**src/rtl/debug_bus_pkg.sv**
```systemverilog
// Shared constants for the UART debug command path: opcodes, response
// opcodes, status codes and decoder FSM state encodings.
package debug_bus_pkg;

  localparam logic [7:0] OP_WRITE    = 8'h01;
  localparam logic [7:0] OP_READ     = 8'h02;

  localparam logic [7:0] RSP_FLAG    = 8'h80;
  localparam logic [7:0] RSP_UNKNOWN = 8'hFF;

  localparam logic [7:0] ST_OK       = 8'h00;
  localparam logic [7:0] ST_BUS_ERR  = 8'h01;
  localparam logic [7:0] ST_TIMEOUT  = 8'h02;
  localparam logic [7:0] ST_BAD_OP   = 8'hE0;
  localparam logic [7:0] ST_BAD_LEN  = 8'hE1;

  localparam logic [1:0] S_RECV  = 2'd0;
  localparam logic [1:0] S_DRAIN = 2'd1;
  localparam logic [1:0] S_BUS   = 2'd2;
  localparam logic [1:0] S_RESP  = 2'd3;

  function automatic logic op_known(input logic [7:0] op);
    return (op == OP_WRITE) || (op == OP_READ);
  endfunction

endpackage

```
**src/rtl/uart_debug_cmd_decoder.sv**
```systemverilog
// Decodes WRITE/READ command packets arriving as AXIS bytes, runs one
// register-bus transaction and streams back an opcode/status(/data) response.
module uart_debug_cmd_decoder
  import debug_bus_pkg::*;
#(
  parameter int ADDR_WIDTH     = 16,
  parameter int DATA_WIDTH     = 32,
  parameter int TIMEOUT_CYCLES = 1024
) (
  input  logic                  i_clk,
  input  logic                  i_rst_n,
  input  logic                  i_s_axis_tvalid,
  output logic                  o_s_axis_tready,
  input  logic [7:0]            i_s_axis_tdata,
  input  logic                  i_s_axis_tlast,
  input  logic                  i_s_axis_tkeep,
  output logic                  o_m_axis_tvalid,
  input  logic                  i_m_axis_tready,
  output logic [7:0]            o_m_axis_tdata,
  output logic                  o_m_axis_tlast,
  output logic                  o_m_axis_tkeep,
  output logic                  o_reg_req,
  output logic                  o_reg_we,
  output logic [ADDR_WIDTH-1:0] o_reg_addr,
  output logic [DATA_WIDTH-1:0] o_reg_wdata,
  input  logic                  i_reg_ack,
  input  logic                  i_reg_err,
  input  logic [DATA_WIDTH-1:0] i_reg_rdata
);

  localparam int AB  = (ADDR_WIDTH + 7) / 8;
  localparam int DB  = DATA_WIDTH / 8;
  localparam int AW8 = AB * 8;
  localparam int CW  = $clog2(1 + AB + DB + 2);
  localparam int TW  = $clog2(TIMEOUT_CYCLES + 1);
  localparam int RW  = $clog2(DB + 3);

  localparam logic [CW-1:0] WR_LEN = CW'(1 + AB + DB);
  localparam logic [CW-1:0] RD_LEN = CW'(1 + AB);
  localparam logic [CW-1:0] AB_C   = CW'(AB);

  logic [1:0]            r_state;
  logic                  r_rdy;
  logic [CW-1:0]         r_cnt;
  logic [7:0]            r_op;
  logic [AW8-1:0]        r_addr;
  logic [DATA_WIDTH-1:0] r_wdata;
  logic                  r_req;
  logic                  r_we;
  logic [TW-1:0]         r_tmr;
  logic [7:0]            r_rsp_op;
  logic [7:0]            r_status;
  logic [DATA_WIDTH-1:0] r_rdata;
  logic [RW-1:0]         r_idx;
  logic [RW-1:0]         r_rlen;

  logic          w_s_fire;
  logic          w_kept;
  logic [CW-1:0] w_cnt_nxt;
  logic [7:0]    w_op;
  logic          w_known;
  logic [CW-1:0] w_exp_len;
  logic [7:0]    w_err_rsp;
  logic [7:0]    w_err_st;
  logic          w_m_valid;
  logic          w_m_last;
  logic [7:0]    w_rsp_byte;

  // r_rdy keeps tready low until the first edge after reset release
  assign o_s_axis_tready = r_rdy && (r_state == S_RECV || r_state == S_DRAIN);
  assign w_s_fire  = i_s_axis_tvalid && o_s_axis_tready;
  assign w_kept    = w_s_fire && i_s_axis_tkeep;
  assign w_cnt_nxt = r_cnt + (w_kept ? CW'(1) : CW'(0));
  // Opcode as seen including the current beat (first kept byte)
  assign w_op      = (r_cnt == '0 && w_kept) ? i_s_axis_tdata : r_op;
  assign w_known   = op_known(w_op);
  assign w_exp_len = (w_op == OP_WRITE) ? WR_LEN : RD_LEN;
  assign w_err_rsp = w_known ? (w_op | RSP_FLAG) : RSP_UNKNOWN;
  assign w_err_st  = w_known ? ST_BAD_LEN : ST_BAD_OP;

  assign w_m_valid = (r_state == S_RESP);
  assign w_m_last  = w_m_valid && (r_idx == r_rlen - 1'b1);

  assign o_m_axis_tvalid = w_m_valid;
  assign o_m_axis_tlast  = w_m_last;
  assign o_m_axis_tdata  = w_m_valid ? w_rsp_byte : 8'h00;
  assign o_m_axis_tkeep  = 1'b1;
  assign o_reg_req       = r_req;
  assign o_reg_we        = r_we;
  assign o_reg_addr      = r_addr[ADDR_WIDTH-1:0];
  assign o_reg_wdata     = r_wdata;

  // Response byte select: opcode, status, then read data MSB-first
  always_comb begin
    w_rsp_byte = 8'h00;
    if (r_idx == RW'(0))      w_rsp_byte = r_rsp_op;
    else if (r_idx == RW'(1)) w_rsp_byte = r_status;
    else begin
      for (int k = 0; k < DB; k++)
        if (r_idx == RW'(k + 2)) w_rsp_byte = r_rdata[DATA_WIDTH-1-8*k -: 8];
    end
  end

  // Command parse, bus handshake and response sequencing
  always_ff @(posedge i_clk or negedge i_rst_n) begin
    if (!i_rst_n) begin
      r_state  <= S_RECV;
      r_rdy    <= 1'b0;
      r_cnt    <= '0;
      r_op     <= '0;
      r_addr   <= '0;
      r_wdata  <= '0;
      r_req    <= 1'b0;
      r_we     <= 1'b0;
      r_tmr    <= '0;
      r_rsp_op <= '0;
      r_status <= '0;
      r_rdata  <= '0;
      r_idx    <= '0;
      r_rlen   <= '0;
    end else begin
      r_rdy <= 1'b1;
      case (r_state)
        S_RECV: if (w_s_fire) begin
          if (i_s_axis_tkeep) begin
            r_cnt <= w_cnt_nxt;
            if (r_cnt == '0)        r_op    <= i_s_axis_tdata;
            else if (r_cnt <= AB_C) r_addr  <= AW8'({r_addr, i_s_axis_tdata});
            else                    r_wdata <= DATA_WIDTH'({r_wdata, i_s_axis_tdata});
          end
          if (i_s_axis_tlast) begin
            if (w_known && w_cnt_nxt == w_exp_len) begin
              r_state <= S_BUS;
              r_req   <= 1'b1;
              r_we    <= (w_op == OP_WRITE);
              r_tmr   <= '0;
            end else begin
              r_state  <= S_RESP;
              r_rsp_op <= w_err_rsp;
              r_status <= w_err_st;
              r_rlen   <= RW'(2);
              r_idx    <= '0;
            end
          end else if ((w_kept && !w_known) || (w_cnt_nxt > w_exp_len)) begin
            // Bad opcode or overrun: swallow the rest of the packet first
            r_state  <= S_DRAIN;
            r_rsp_op <= w_err_rsp;
            r_status <= w_err_st;
          end
        end
        S_DRAIN: if (w_s_fire && i_s_axis_tlast) begin
          r_state <= S_RESP;
          r_rlen  <= RW'(2);
          r_idx   <= '0;
        end
        S_BUS: begin
          r_rsp_op <= r_op | RSP_FLAG;
          r_idx    <= '0;
          if (i_reg_ack) begin
            r_req    <= 1'b0;
            r_rdata  <= i_reg_rdata;
            r_status <= i_reg_err ? ST_BUS_ERR : ST_OK;
            r_rlen   <= (!r_we && !i_reg_err) ? RW'(2 + DB) : RW'(2);
            r_state  <= S_RESP;
          end else if (r_tmr == TW'(TIMEOUT_CYCLES - 1)) begin
            r_req    <= 1'b0;
            r_status <= ST_TIMEOUT;
            r_rlen   <= RW'(2);
            r_state  <= S_RESP;
          end else begin
            r_tmr <= r_tmr + 1'b1;
          end
        end
        default: if (i_m_axis_tready) begin
          if (w_m_last) begin
            r_state <= S_RECV;
            r_cnt   <= '0;
            r_op    <= '0;
            r_idx   <= '0;
          end else begin
            r_idx <= r_idx + 1'b1;
          end
        end
      endcase
    end
  end

endmodule
```
**config.mk**
```make
export PLATFORM = sky130hd
export DESIGN_NAME = uart_debug_cmd_decoder
export DESIGN_NICKNAME = d
export VERILOG_FILES = /design/src/rtl/debug_bus_pkg.sv /design/src/rtl/uart_debug_cmd_decoder.sv
export SDC_FILE = /design/constraint.sdc
export NUM_CORES = 1
export LEC_CHECK = 0
export BUFFER_PORTS_ARGS = -buffer_cell sky130_fd_sc_hd__buf_4
export CAP_MARGIN = 5
export CORE_MARGIN = 5
export CORE_UTILIZATION = 50
export DETAILED_ROUTE_END_ITERATION = 8
export GPL_TIMING_DRIVEN = 0
export PLACE_DENSITY = 0.73
export SLEW_MARGIN = 40
export SYNTH_ARGS = -nofsm -noshare
export SYNTH_HDL_FRONTEND = slang
export SYNTH_SLANG_ARGS = --single-unit
```
**constraint.sdc**
```tcl
create_clock -name i_clk -period 4.27 [get_ports i_clk]
set_input_delay 0.6405 -clock i_clk [delete_from_list [all_inputs] [get_ports i_clk]]
set_output_delay 0.6405 -clock i_clk [all_outputs]
set_load 0.01 [all_outputs]
```
==> flow_summary.yaml <==
synth:
  synth.yosys.seq_area_share_pct: 51.3
  synth_xor_area_share_pct: 0.869
  yosysMostFrequentCell: "dfrtp_1"
  synthCells: 520
  synth-edff-count: 0
  synthTopCellsByArea: "dfrtp_1, mux2_2, ha_1, nand2_1, mux2i_1"
  synth_top_cell_by_area: "dfrtp_1"
  yosysTopAreaCellShare_pct: 51.3
  synthSimpleGateAreaFrac_pct: 11.5
  synth-main-ff-cell: "dfrtp_1"
  ys_ff_latch: 124
  synth_top_family_by_area: "multiplexers"
  yosysWarnings: 0
  synthAdderAreaFrac_pct: 2.69
  synthMuxAreaShare_pct: 17.8
  synthArstFlopShare_pct: 100
  syn_avg_cell_area_um2: 11.6
  ys_types: 69
  syn_area_mm2: 0.00605
  synth-compound-area-share_pct: 12.6
  synth_common_cells: "dfrtp_1, mux2_2, nand2_1"
timing:
  skew_ns: 0.00542
  fmax_mhz: 248
  fin_crit_sh_pct: 94.3
  min_period_ns: 4.03
  relSlewSlack_pct: 57.7
  final_hold_viol_count: 0
  tightest_slew_ns: 0.632
  setup_slack_ns: 0.242
  setup_violations: 0
  slew_violations: 0
critical_path:
  cp_max_fo: 10
  crit_path_max_incr_delay_ns: 0.41
  worst_path_max_delay_cell: "buf_1"
  arrival_ns: 3.39
  cp.required_ns: 3.63
  path_class: "reg -> out"
  crit_family: "buffers and inverters"
  cp-end-kind: "output port"
  crit_path_cell_trace: "buf_2 > buf_1 > inv_1 > ha_1 > clkbuf_1 > nor3b_4 > a222oi_1 > o311ai_0 > o21ai_0 > nor2_1 > buf_4"
  crit_buf_inv: 5
  start_kind: "flop"
clocking:
  tritoncts: "yes"
  cts_num_sinks: 124
  cts_made_buffers: 17
  clockBufferDepth: 2
  clk_latency_ns: 0.41
  cts_hold_buffers: 0
  htree_levels: 4
  ctsRootBufferMaster: "clkbuf_16"
  path_clk_slew_ns: 0.06
status:
  status: "finished clean"
route:
  routed-wl-met3_mm: 1.15
  dr.first_iter.drc_count: 338
  vias_per_cell: 5.73
  wl_mm: 14.6
  drc_errors: 0
  wl_per_cell_um: 18.1
  wl_met1_mm: 6.41
  top_layer: "met4"
  route.met2.wl_mm: 6.91
  vias: 4634
  ant_nets: 0
  firstDrtPassIters: 5
power:
  ir_drop_uv: 322
  power_density_mw_per_mm2: 597
  power_leakage_nw: 3.66
  power_w: 0.00459
placement:
  post_dp_cell_area_mm2: 0.00708
  dpl.hpwl_mm: 10.7
  dpl_worst_slack_ns: 0.589
  gp_congestion: 0.864
  port_buffers: 108
cells_and_area:
  drive_above_1_share_pct: 37.9
  antenna_cells: 0
  final_area_mm2: 0.00769
  area_delta_synth_final_pct: 27.1
  nFillCells: 934
  final_nets: 710
floorplan:
  dieHeight_um: 120
  io-pin-count: 110
  rows: 40
  core-area_mm2: 0.0119
  die_x_um: 120
  start_util_pct: 50.8
  dieArea_mm2: 0.0144
global_routing:
  grt_pass1_vias: 4852
  antenna_found_initial: 0
  grt_pass1_wl_mm: 24.5
  grt_max_degree: 68
  grt_usage_pct: 21.3
  overflow: 0
worst_hold_path:
  hold_class: "in -> async"
run:
  cap_violations: 0
==> cells in the final DEF, fill, tap and decap left out, drive strengths merged, types with 13 or more instances in the layout <==
cell type and count:
a21oi 19, buf 124, clkbuf 31, dfrtp 124
ha 13, inv 19, mux2 82, mux2i 14
nand2 42, nand3 16, nor2 28, o21ai 24
o31ai 13
==> final timing paths <==
kind	from	end	slack, ns	cells past startpoint
worst max-delay path	r_idx[2]	o_m_axis_tdata[3]	0.24	11
worst min-delay path	i_rst_n	r_tmr[5]	0.15	1
worst max register to register	r_state[0]	r_status[1]	0.83	13
worst min register to register	r_rsp_op[7]	r_rsp_op[7]	0.49	1
max in group asynchronous	i_rst_n	o_reg_wdata[20]	3.43	2
min in group i_clk	i_reg_rdata[28]	r_rdata[28]	0.46	2
==> layer usage <==
layer	vias up	global-route usage, %
met3	20	8.29
met2	145	33.3
li1	2178	-
met4	0	6.37
met1	2291	27.5
met5	-	0
==> worst register-to-register path, delay by kind of cell (launching register included) <==
kind                       cells  cell delay [ns]
and+or+nand+nor                4             0.70
adders and majority gates      2             0.66
AOI/OAI and AO/OA              6             1.47
DFF                            1             0.40
buffers and inverters          1             0.11
==> state kept, by name (all words and copies together) (netlist names) <==
signal,flops
r_idx,3
r_rdy,1
o_reg_addr,16
r_tmr,11
o_reg_we,1
r_op,8
r_state,2
r_cnt,4
r_status,3
r_rsp_op,8
o_reg_req,1
r_rdata,32
r_rlen,2
o_reg_wdata,32
==> per-stage QoR <==
step           hold slack [ns]  utilization, %  std cells  TNS (ns)
5_1_grt                  0.183            64.5        809  -0.00357
4_1_cts                  0.159            64.5        809         0
6_report                 0.153            64.5        809         0
3_3_place_gp             0.458            59.2        776         0
3_5_place_dp             0.477            59.5        777         0
2_1_floorplan            0.345               -        521         0
==> final cells by class <==
| cell class | count | area (µm²) | share of cell area (%) |
|---|---|---|---|
| timing repair buffer | 109 | 846 | 11.0 |
| clock inverter | 9 | 110 | 1.43 |
| multi-input combinational | 355 | 2770 | 36.0 |
| clock buffer | 23 | 488 | 6.35 |
| buffer | 23 | 118 | 1.53 |
| inverter | 19 | 71.3 | 0.928 |
| sequential | 124 | 3100 | 40.4 |
| tap | 147 | 184 | 2.39 |
==> logic make-up after synthesis <==
logic type	after synthesis
DFF	124
and+or+nand+nor	131
muxes	96
AOI/OAI and AO/OA	107
other	1
buffers and inverters	42
xor gates and xnor gates	6
adders and majority gates	13
==> report_power, final <==
group / internal (W) / total, W / switching (W)
logic: 0.000659 / 0.00148 / 0.000820
clock network: 0.000921 / 0.00144 / 0.000516
registers: 0.00147 / 0.00168 / 0.000206
==> timing repair <==
item,in CTS,in global routing
resized for setup,0,1
setup endpoints to repair,0,2
setup buffers,0,0
No activity file was read; power rests on OpenSTA's default activity.
